`config.mk`:
```
export PLATFORM = sky130hd
export DESIGN_NAME = rr_onehot_arbiter
export DESIGN_NICKNAME = d
export VERILOG_FILES = /design/src/rtl/rr_arb_pkg.sv /design/src/rtl/rr_pick8.sv /design/src/rtl/rr_onehot_arbiter.sv
export SDC_FILE = /design/constraint.sdc
export NUM_CORES = 1
export LEC_CHECK = 0
export ABC_AREA = 1
export CAP_MARGIN = 20
export CORE_UTILIZATION = 50
export CTS_CLUSTER_DIAMETER = 40
export DETAILED_ROUTE_END_ITERATION = 6
export PLACE_DENSITY = 0.73
export SLEW_MARGIN = 20
export SYNTH_ARGS = -nofsm -noshare
export SYNTH_HDL_FRONTEND = slang
export SYNTH_SLANG_ARGS = --single-unit
```
`constraint.sdc`:
```
create_clock -name clk -period 2.37 [get_ports clk]
set_input_delay 0.237 -clock clk [delete_from_list [all_inputs] [get_ports clk]]
set_output_delay 0.237 -clock clk [all_outputs]
set_load 0.005 [all_outputs]
```
`src/rtl/rr_arb_pkg.sv`:
```
// -----------------------------------------------------------------------------
// rr_arb_pkg
//   Shared constants and types for the 8-way round-robin one-hot arbiter.
//   N       : number of requesters, fixed at 8 to match the encoder_8_3 input
//   IDX_W   : width of a requester index / priority pointer
//   onehot8_t : 8-bit request/grant vector
//   state_e   : arbiter FSM state
// -----------------------------------------------------------------------------
package rr_arb_pkg;

   localparam int N     = 8;
   localparam int IDX_W = 3;

   typedef logic [N-1:0] onehot8_t;

   typedef enum logic [0:0] {
      IDLE  = 1'b0,
      GRANT = 1'b1
   } state_e;

endpackage : rr_arb_pkg

```
`src/rtl/rr_pick8.sv`:
```
// -----------------------------------------------------------------------------
// rr_pick8
//   Combinational round-robin pick: finds the first set request bit scanning
//   ptr, ptr+1, ..., 7, 0, ..., ptr-1.
// Ports
//   req    in  8  request vector
//   ptr    in  3  highest-priority index for this pick
//   hit    out 1  at least one request set
//   idx    out 3  winning index (0 when hit=0)
//   onehot out 8  one-hot of idx, all zero when hit=0
// -----------------------------------------------------------------------------
module rr_pick8
   import rr_arb_pkg::*;
(
   input  logic [N-1:0]     req,
   input  logic [IDX_W-1:0] ptr,
   output logic             hit,
   output logic [IDX_W-1:0] idx,
   output logic [N-1:0]     onehot
);

   logic [IDX_W-1:0] pos;

   // Scan from the farthest offset down to offset 0 so the last match written
   // is the one closest to ptr, i.e. the highest-priority requester.
   always_comb begin
      hit = 1'b0;
      idx = '0;
      pos = '0;
      for (int k = N - 1; k >= 0; k--) begin
         pos = ptr + IDX_W'(k);
         if (req[pos]) begin
            hit = 1'b1;
            idx = pos;
         end
      end
   end

   assign onehot = hit ? (onehot8_t'(1) << idx) : '0;

endmodule : rr_pick8

```
`src/rtl/rr_onehot_arbiter.sv`:
```
// -----------------------------------------------------------------------------
// rr_onehot_arbiter
//   Round-robin arbiter over 8 level requests producing a registered one-hot
//   grant with a valid/ready handshake. The grant is held bit-exact until the
//   consumer accepts it; a handshake moves the priority pointer past the
//   granted requester and immediately re-arbitrates (one grant per cycle).
//
//   state | meaning
//   ------+----------------------------------------------------------
//   IDLE  | no grant outstanding, gnt=0, waiting for any request
//   GRANT | one-hot grant presented, held until gnt_ready
//
// Ports
//   clk        in   1  clock, rising edge
//   rst        in   1  synchronous active-high reset
//   req        in   8  level requests
//   gnt        out  8  registered one-hot grant, zero when gnt_valid=0
//   gnt_valid  out  1  grant present
//   gnt_ready  in   1  consumer accepts current grant
//   grant_cnt  out 16  completed handshakes, saturating (RR_ARB_STATS_EN only)
//
// Configuration
//   RR_ARB_STATS_EN : when defined, adds the grant_cnt port and counter.
// -----------------------------------------------------------------------------
module rr_onehot_arbiter
   import rr_arb_pkg::*;
(
   input  logic         clk,
   input  logic         rst,
   input  logic [N-1:0] req,
   output logic [N-1:0] gnt,
   output logic         gnt_valid,
   input  logic         gnt_ready
`ifdef RR_ARB_STATS_EN
   ,
   output logic [15:0]  grant_cnt
`endif
);

   state_e           state_q, state_d;
   logic [IDX_W-1:0] ptr_q, ptr_d;
   logic [IDX_W-1:0] gidx_q, gidx_d;
   onehot8_t         gnt_q, gnt_d;

   logic [IDX_W-1:0] pick_ptr;
   logic             pick_hit;
   logic [IDX_W-1:0] pick_idx;
   onehot8_t         pick_onehot;
   logic             handshake;

   // While a grant is outstanding the only pick that matters is the one taken
   // at handshake, which starts just past the current winner.
   assign pick_ptr  = (state_q == GRANT) ? gidx_q + IDX_W'(1) : ptr_q;
   assign handshake = (state_q == GRANT) && gnt_ready;

   rr_pick8 u_pick (
      .req    (req),
      .ptr    (pick_ptr),
      .hit    (pick_hit),
      .idx    (pick_idx),
      .onehot (pick_onehot)
   );

   always_comb begin
      state_d = state_q;
      ptr_d   = ptr_q;
      gidx_d  = gidx_q;
      gnt_d   = gnt_q;
      if (state_q == IDLE) begin
         if (pick_hit) begin
            state_d = GRANT;
            gidx_d  = pick_idx;
            gnt_d   = pick_onehot;
         end
      end else if (handshake) begin
         ptr_d = pick_ptr;
         if (pick_hit) begin
            gidx_d = pick_idx;
            gnt_d  = pick_onehot;
         end else begin
            state_d = IDLE;
            gnt_d   = '0;
         end
      end
   end

   always_ff @(posedge clk) begin
      if (rst) begin
         state_q <= IDLE;
         ptr_q   <= '0;
         gidx_q  <= '0;
         gnt_q   <= '0;
      end else begin
         state_q <= state_d;
         ptr_q   <= ptr_d;
         gidx_q  <= gidx_d;
         gnt_q   <= gnt_d;
      end
   end

   assign gnt       = gnt_q;
   assign gnt_valid = (state_q == GRANT);

`ifdef RR_ARB_STATS_EN
   logic [15:0] cnt_q, cnt_d;

   always_comb begin
      cnt_d = cnt_q;
      if (handshake && (cnt_q != 16'hFFFF)) begin
         cnt_d = cnt_q + 16'd1;
      end
   end

   always_ff @(posedge clk) begin
      if (rst) begin
         cnt_q <= '0;
      end else begin
         cnt_q <= cnt_d;
      end
   end

   assign grant_cnt = cnt_q;
`endif

endmodule : rr_onehot_arbiter
```
==> Word-level counts from Yosys, hierarchy flattened <==
Cells that the tools add are included.
{ "totals": {"elab_cells": 69, "inputBits": 11, "register_bits": 15, "mem_bits_rw": 0, "out_inout_bits": 9, "n_memories": 0, "romBits": 0, "latchBits": 0} }
{ "op_classes": {"bitwise_logic": 0, "shifts": 1, "magnitude_cmp": 8, "div": 0, "eq_ne": 1, "mux": 43, "n_reduce_logical": 4, "add_sub_neg": 8, "mul": 0} }
{ "op_table": {"columns": ["operator", "n"], "rows": [
  ["2-to-1 mux 3 bit", 12],
  ["less-than comparator 3 x 4 -> 1 bit, second input constant", 8],
  ["2-to-1 mux 8 bit", 4],
  ["binary-select mux 1 bit (select 3 bit)", 8],
  ["2-to-1 mux 1 bit", 19],
  ["adder 3 bit, second input constant", 4],
  ["<< shifter 1 x 3 -> 8 bit, first input constant", 1],
  ["adder 3 x 1 -> 3 bit, second input constant", 2],
  ["adder 3 x 2 -> 3 bit, second input constant", 2],
  ["AND reduction 2 bit", 2],
  ["!= test 2 x 1 -> 1 bit, second input constant", 1],
  ["nonzero test 2 bit", 1],
  ["logical AND 1 bit", 1]
]} }

==> Logic depth before layout (Yosys ltp) <==
{ "depth": {"depth_word": 17, "ltp_mapped": 23, "mapped_depth_nobuf": 22} }

==> Cells and area by module <==
A second synthesis with hierarchy kept.
{ "hier_totals": {"hier_cells": 230, "hier_area_um2": 1391.3} }
{ "modules_own_cells": {"columns": ["module", "seq_area_each_um2", "area_each_um2", "n_inst", "cells_each"], "rows": [
  ["rr_pick8", 0.0, 744.5, 1, 142],
  ["rr_onehot_arbiter", 300.3, 646.9, 1, 88]
]} }

==> Worst setup path before layout <==
OpenSTA, ideal clock, no wires.
{ "synth_timing": {"kind": "reg2reg", "from": "register gidx_q[0]", "to": "register gnt_q[3], in the netlist gnt[3]", "period_less_slack_ps": 2425, "stages_incl_launch_ff": 20, "t_required_ps": 2238, "arrival_ps": 2293, "path_slack_ps": -55, "path_cell_list": "dfxtp_1 > ha_1 > nand2_1 > nand2_2 > ha_1 > inv_1 > nand3_1 > nand2_1 > nand2_1 > nand2_2 > nor2_4 > nand2_1 > nor2_2 > inv_2 > nand2_4 > inv_4 > nor2_8 > nor2_2 > nand3_1 > a21oi_1"} }
{ "synth_between": {"elab_chain_len": 17} }
{ "synth_lines": {"columns": ["item", "line_no", "text"], "rows": [
  ["start: declaration", "rr_onehot_arbiter.sv:42", "logic [IDX_W-1:0] gidx_q, gidx_d;"],
  ["start signal: assignment", "rr_onehot_arbiter.sv:96", "gidx_q <= gidx_d;"],
  ["adder 3 x 1 -> 3 bit *", "rr_onehot_arbiter.sv:53", "assign pick_ptr = (state_q == GRANT) ? gidx_q + IDX_W'(1) : ptr_q;"],
  ["2-to-1 mux 3 bit *", "rr_onehot_arbiter.sv:53", null],
  ["adder 3 bit", "rr_pick8.sv:31", "pos = ptr + IDX_W'(k);"],
  ["binary-select mux 1 bit (select 3 bit)", "rr_pick8.sv:32", "if (req[pos]) begin"],
  ["2-to-1 mux 1 bit (implied by the code)", "rr_pick8.sv:32", null],
  ["2-to-1 mux 3 bit (8 in series)", "rr_pick8.sv:32", null],
  ["<< shifter 1 x 3 -> 8 bit", "rr_pick8.sv:39", "assign onehot = hit ? (onehot8_t'(1) << idx) : '0;"],
  ["2-to-1 mux 8 bit", "rr_onehot_arbiter.sv:77", "if (pick_hit) begin"],
  ["2-to-1 mux 8 bit", "rr_onehot_arbiter.sv:75", "end else if (handshake) begin"],
  ["2-to-1 mux 8 bit", "rr_onehot_arbiter.sv:69", "if (state_q == IDLE) begin"],
  ["end signal: assignment", "rr_onehot_arbiter.sv:97", "gnt_q <= gnt_d;"],
  ["end: declaration", "rr_onehot_arbiter.sv:43", "onehot8_t gnt_q, gnt_d;"]
]} }
Every way passes the cells marked *; elsewhere a longest branch is shown, timed or not. The select of a mux whose other input is x is not followed.
A chain may end at the register's enable or synchronous reset.

==> Worst setup path in the final report <==
{ "layout_timing": {"from": "register gidx_q[1]", "to": "register gnt_q[6], in the netlist gnt[6]"} }
The elaborated chain is that of the path after synthesis.

==> summary.md <==
| Metric | Value |
|---|---|
| Routed WL per cell | 14.0 um |
| Clock period minus worst slack | 2.53 ns |
| Crit path DAT | 2.71 ns |
| Worst setup path start | gidx_q[1]$_SDFFE_PP0P_ |
| Top cells by count, synth | 103 x nand2_1, 39 x nand3_1, 31 x inv_1, 25 x nor2_1 |
| DP HPWL | 3260 um |
| Max Cap Violations | 0 |
| Initial Utilization | 53.9% |
| Fill cells | 184 |
| Residual DRC count | 0 |
| Gr usage total | 28.0% |
| CTS clk-pin slew, worst paths | 0.11 ns |
| # rows | 19 |
| Slew Limit Fails | 0 |
| Post-synth EDFFs | 0 |
| Synth Cell Area | 1520 um^2 |
| Largest cells by area after synthesis | nand2_1 25%, dfxtp_1 20%, nand3_1 13% |
| H-tree Lvls | 1 |
| Antenna-violating nets left | 0 |
| Diodes inserted | 0 |
| Core region area | 2830 um^2 |
| Max Clock Freq | 395 MHz |
| Worst-Margin Slew | 0.498 ns |
| Nets | 348 |
| Required time worst endpoint | 2.54 ns |
| DP Area | 1930 um^2 |
| Full die area | 3270 um^2 |
| # IOs | 20 |
| Number of global-route vias before repair | 1,711 |
| Clock Path Buffers | 2 |
| RePlAce Congestion | 0.929 |
| Root buf cell | clkbuf_4 |
| Cell mode on critical path | nand2_2 |
| Port-buffer cells | 19 |
| Mapped Nets | 288 |
| Global route total overflow | 0 |
| Largest net degree at the start of global routing | 13 |
| Vias per cell | 5.50 |
| 1st-iter DRT viols | 158 |
| Slowest CP cell | dfxtp_2 |
| Layout cells sized above 1 | 41.0% |
| Netlist cell types | 26 |
| Power Density | 1260 nW/um^2 |
| Reg-to-Reg Start | gidx_q[1]$_SDFFE_PP0P_ |
| First-pass DRT Iterations | 5 |
| Final setup fails | 10 |
| Hold_ws | 0.472 ns |
| Post-synth ARST share | 0% |
| Via count | 2,006 |
| Synth Instances | 275 |
| CTS Sinks | 15 |
| First-pass GRT wire length | 7240 um |
| Overall power | 2.94 mW |
| Final worst-path cycle share | 107% |
| Final Instance Area | 2340 um^2 |
| Count leader, synth | nand2_1 |
| Clock Latency Late Sink | 0.30 ns |
| Synth Register Bits | 15 |
| Area leader, netlist | nand2_1 |
| Top cell type's share of synthesized area | 25.4% |
| Crit end category | register |
| Num CTS Buffers | 3 |
| Worst-path maximum fanout | 4 |
| CP max stage delay | 0.35 ns |
| FF+latch area | 304 um^2 |
| Synth warnings | 0 |
| Pleak | 1.16 nW |
| Clock Skew | 0.0140 ns |
| Outcome | finished, violations left |
| P&R area growth vs syn | 53.5% |
| Multi-input gate area | 1290 um^2 |
| Syn Area/Cell | 5.54 um^2 |
| Top_reg_cell synth | dfxtp_1 |
| Die height | 57.2 um |
| Hold Fails Final Rpt | 0 |
| Worst Slack Setup Final | -0.163 ns |
| Max_slew headroom | 66.7% |
| Failing checks | setup timing |
| TritonCTS clock tree | done |
| Hold wc startpoint | gnt[7]$_SDFFE_PP0P_ |
| Critical-path cell list | ha_4, nand2_2, nand2_2, ha_4, nand3_1, nand2_2, nand2_2, nand2_4, inv_4, nand2_2, nand2_2, o21ai_1, nand3_1, nand2_2, nand2_4, buf_4, nand3_1, a21oi_1 |
| Initial antenna violation count | 0 |
| RSZ-0062 raised after global routing | true |
| Crit Path Class | reg2reg |
| Peak supply drop | 0.000640 V |
| DIE WIDTH | 57.2 um |
| Post-Route WL | 5100 um |
| Seq/Total Area, Yosys | 19.7% |
| Worst hold path class | reg2reg |
| Type of origin of the critical path | register |
==> layout by cell type, fill, tap and decap left out, types with 5 or more instances in the layout <==
master           netlist  final
nand2_1              103     69
nand2_2               15     42
buf_4                  0     34
nand3_1               39     30
inv_1                 31     29
nor2_1                25     20
clkdlybuf4s50_1        0     19
dfxtp_1               15     12
nand2_4                4     11
a21oi_1               14      9
nand3_2                0      8
a21oi_2                1      5
o21ai_0                6      5
nor2_2                 2      5
buf_6                  2      5
==> final timing paths <==
kind,endpoint,slack (ns),depth (start not counted)
worst max-delay path,gnt[6]$_SDFFE_PP0P_,-0.16,18
worst min-delay path,gnt[7]$_SDFFE_PP0P_,0.47,2
worst max register to register,gnt[6]$_SDFFE_PP0P_,-0.16,18
worst min register to register,gnt[7]$_SDFFE_PP0P_,0.47,2
==> worst max-delay path: cells and delay by family, from the launching register on <==
kind | cells | cell delay [ns]
AO/OA/AOI/OAI | 2 | 0.24
flip-flops | 1 | 0.35
buffers and inverters | 2 | 0.19
AND/OR/NAND/NOR | 12 | 1.07
adder cells (fa/ha/maj) | 2 | 0.54
==> flip-flops by register name (all words and copies together) (netlist names) <==
name / flops
gnt_valid: 1
gnt: 8
ptr_q: 3
gidx_q: 3
==> per-stage QoR <==
step	cells	worst slack (ns)	setup TNS, ns	util [%]
after floorplan	275	0.00171	0	-
after global placement	347	-0.0934	-0.535	68.3
after detailed placement	347	-0.117	-0.803	68.3
after CTS	360	-0.0662	-0.385	73.9
after global routing	365	-0.280	-2.37	82.7
final	365	-0.163	-1.09	82.7
==> final cells by class <==
| cell class | count | share of cell area, % |
|---|---|---|
| inverters | 36 | 6.63 |
| clock buffers | 3 | 0.963 |
| multi-input cells | 220 | 55.2 |
| flip-flops and latches | 15 | 13.0 |
| repair buffers | 59 | 22.3 |
| well taps | 31 | 1.66 |
| clock inverters | 1 | 0.214 |
==> logic make-up (layout without fill, tap and decap cells) <==
kind of cell | Yosys count | count (layout) | share of synthesized area [%]
AND/OR/NAND/NOR | 193 | 193 | 57.6
buffers and inverters | 40 | 99 | 12.2
AO/OA/AOI/OAI | 25 | 25 | 8.87
flip-flops | 15 | 15 | 19.7
adder cells (fa/ha/maj) | 2 | 2 | 1.64
==> power by group <==
part / total (mW) / switching (mW) / internal [mW] / leakage [nW]
Combinational: 2.42 / 1.40 / 1.02 / 1.02
Sequential: 0.367 / 0.0446 / 0.323 / 0.124
Clock: 0.156 / 0.0926 / 0.0629 / 0.0177
Total: 2.94 / 1.54 / 1.41 / 1.16
==> layer usage <==
metal / GRT usage (%) / vias to the layer above / share of wire [%]
met3: 3.40 / 9 / 7.0
li1: - / 985 / -
met2: 46.4 / 84 / 49
met4: 5.92 / 0 / 1.0
met1: 39.2 / 928 / 43
met5: 0 / - / 0
==> what timing repair did <==
action,CTS,global route
hold buffers,0,0
hold endpoints to repair,0,0
pin swaps,15,28
setup buffers,9,5
setup endpoints to repair,10,11
gates resized for setup,18,63
Power figures use the tool's default switching activity.
==> patch (same settings) <==
Set the package constant `IDX_W` to 4 (it was 3).
--- a/src/rtl/rr_arb_pkg.sv
+++ b/src/rtl/rr_arb_pkg.sv
@@ -11,3 +11,3 @@
    localparam int N     = 8;
-   localparam int IDX_W = 3;
+   localparam int IDX_W = 4;
 
Formal check against the unedited RTL: not equivalent (a bounded check fails within 4 cycles, from zero or initial values and one cycle with rst high).
==> patch against the original RTL <==
  * The flow still finishes with violations (setup timing)
  * Largest power group unchanged
  * Largest cell class unchanged
  * Area after synthesis up 25%
  * Critical path type unchanged
  * Hold slack better by 0.044 ns
  * Clock power up 42%
  * Critical endpoint is now gnt[7]
  * Power up 59%
  * Sequential cell count up 2
  * Design area up 29%
  * Routed wire length up 35%
  * Sequential power up 15%
  * Critical path depth up 5
  * Worst setup slack worse by 0.11 ns
  * Sequential share of layout area down 1.4 points
==> patch: results (changes against the original RTL) <==
| Metric | Value |
|---|---|
| Status | finished, violations left |
| Failing checks | setup timing |
| Pin count of the biggest net entering global routing | 16 (+3) |
| Final setup margin | -0.2713 ns (-0.1084 ns) |
| Switching power | 2.540 mW (+65%) |
| Worst-Skew Late Latency | 0.26 ns (-0.04 ns) |
| Mapped Nets | 353 (+23%) |
| Synth area leaders | nand2_1, dfxtp_1, nand3_1 |
| Distinct cell type count after synthesis | 31 (+19%) |
| Final setup vio count | 12 (+2) |
| Worst Path Arrival | 2.83 ns (+0.12 ns) |
| Synth Area in Compound Gates | 10.70% (+1.8 points) |
| Maximum VDD drop | 0.7300 mV (+14%) |
| Root Driver | clkbuf_8 |
| Post-synthesis sequential area ratio | 17.85% (-1.9 points) |
| Ratio of cells with drive above 1 in the final layout | 42.20% (+1.2 points) |
| Clock Skew | 0.004280 ns (-0.009691 ns) |
| Post-place setup slack | -0.1702 ns (-0.05302 ns) |
| Nets@finish | 424 (+22%) |
| Leak | 1.481 nW (+28%) |
| Largest fanout on the critical path | 3 (-1) |
| Total track usage | 29.29% (+1.3 points) |
| Syn Inst Count | 340 (+24%) |
| DP Wirelength | 4328 um (+33%) |
| DR iter-0 viols | 306 (+94%) |
| Number of global-route vias before repair | 2,132 (+25%) |
| # fillers | 228 (+24%) |
| Synth cell count leaders | nand2_1, nand3_1, inv_1, a21oi_1, nor2_1 |
## patch: kinds of logic after synthesis
kind of cell               after synthesis
AOI/OAI and AO/OA                       36
adders and majority gates                2
buffers and inverters                   45
DFF                                     17
xor gates and xnor gates                 5
and+or+nand+nor                        235
## patch: power groups by stage
stage | Sequential (mW) | Combinational, mW | Clock [mW]
2_1_floorplan | 0.423 | 1.83 | 0
3_3_place_gp | 0.416 | 2.71 | 0
3_5_place_dp | 0.419 | 2.75 | 0
4_1_cts | 0.415 | 3.12 | 0.225
5_1_grt | 0.425 | 4.28 | 0.236
6_report | 0.422 | 4.04 | 0.222
## patch: repair_timing
item,4_1_cts,5_1_grt
pin swaps,21,36
gates resized for setup,35,81
hold endpoints to repair,0,0
setup endpoints to repair,12,13
buffers inserted,9,5
## patch: critical path, cell delays in order (launching register included)
cell     delay (ns)
dfxtp_4        0.35
ha_4           0.26
nand2_4        0.06
nand2_4        0.06
ha_4           0.26
inv_4          0.08
nand3_4        0.07
nand2_4        0.11
nand2_4        0.06
nand2_2        0.07
inv_2          0.03
nand2_1        0.07
nand2_1        0.07
nand2_1        0.09
nand2_2        0.07
nand2_1        0.07
nand2_1        0.09
nand2_2        0.13
nand2_2        0.07
nor2_4         0.12
nand2_2        0.07
nor2_1         0.15
nor2_1         0.08
nor2_1         0.08
## patch: cell type report
type                       count  area (um2)  share of cell area [%]
timing repair buffer          72       626.9                   20.81
multi-input combinational    278        1779                   59.08
tap                           48       60.06                   1.994
inverter                      39       151.4                   5.027
sequential                    17       349.1                   11.59
clock buffer                   4       45.04                   1.496
## patch: final timing paths
check             depth (start not counted)       from  endpoint  slack, ns
setup / recovery                         23  gidx_q[0]    gnt[7]      -0.27
hold / removal                            2     gnt[5]    gnt[5]       0.52
setup reg to reg                         23  gidx_q[0]    gnt[7]      -0.27
hold reg to reg                           2     gnt[5]    gnt[5]       0.52
## patch: metal layers
| layer | track usage [%] | wire (um) | up-vias | part of all wire [%] |
|---|---|---|---|---|
| met3 | 4.821 | 563 | 30 | 8.2 |
| met5 | 0 | 0 | - | 0 |
| li1 | - | - | 1217 | - |
| met2 | 48.14 | 3347 | 149 | 49 |
| met1 | 38.91 | 2738 | 1143 | 40 |
| met4 | 8.807 | 214 | 0 | 3.1 |
## patch: through the flow
stage / power [mW] / util (%)
global route: 4.945 / 82.26
global placement: 3.124 / 66.71
CTS: 3.760 / 72.80
finish: 4.684 / 82.26
detailed placement: 3.164 / 66.71
floorplan: 2.255 / -
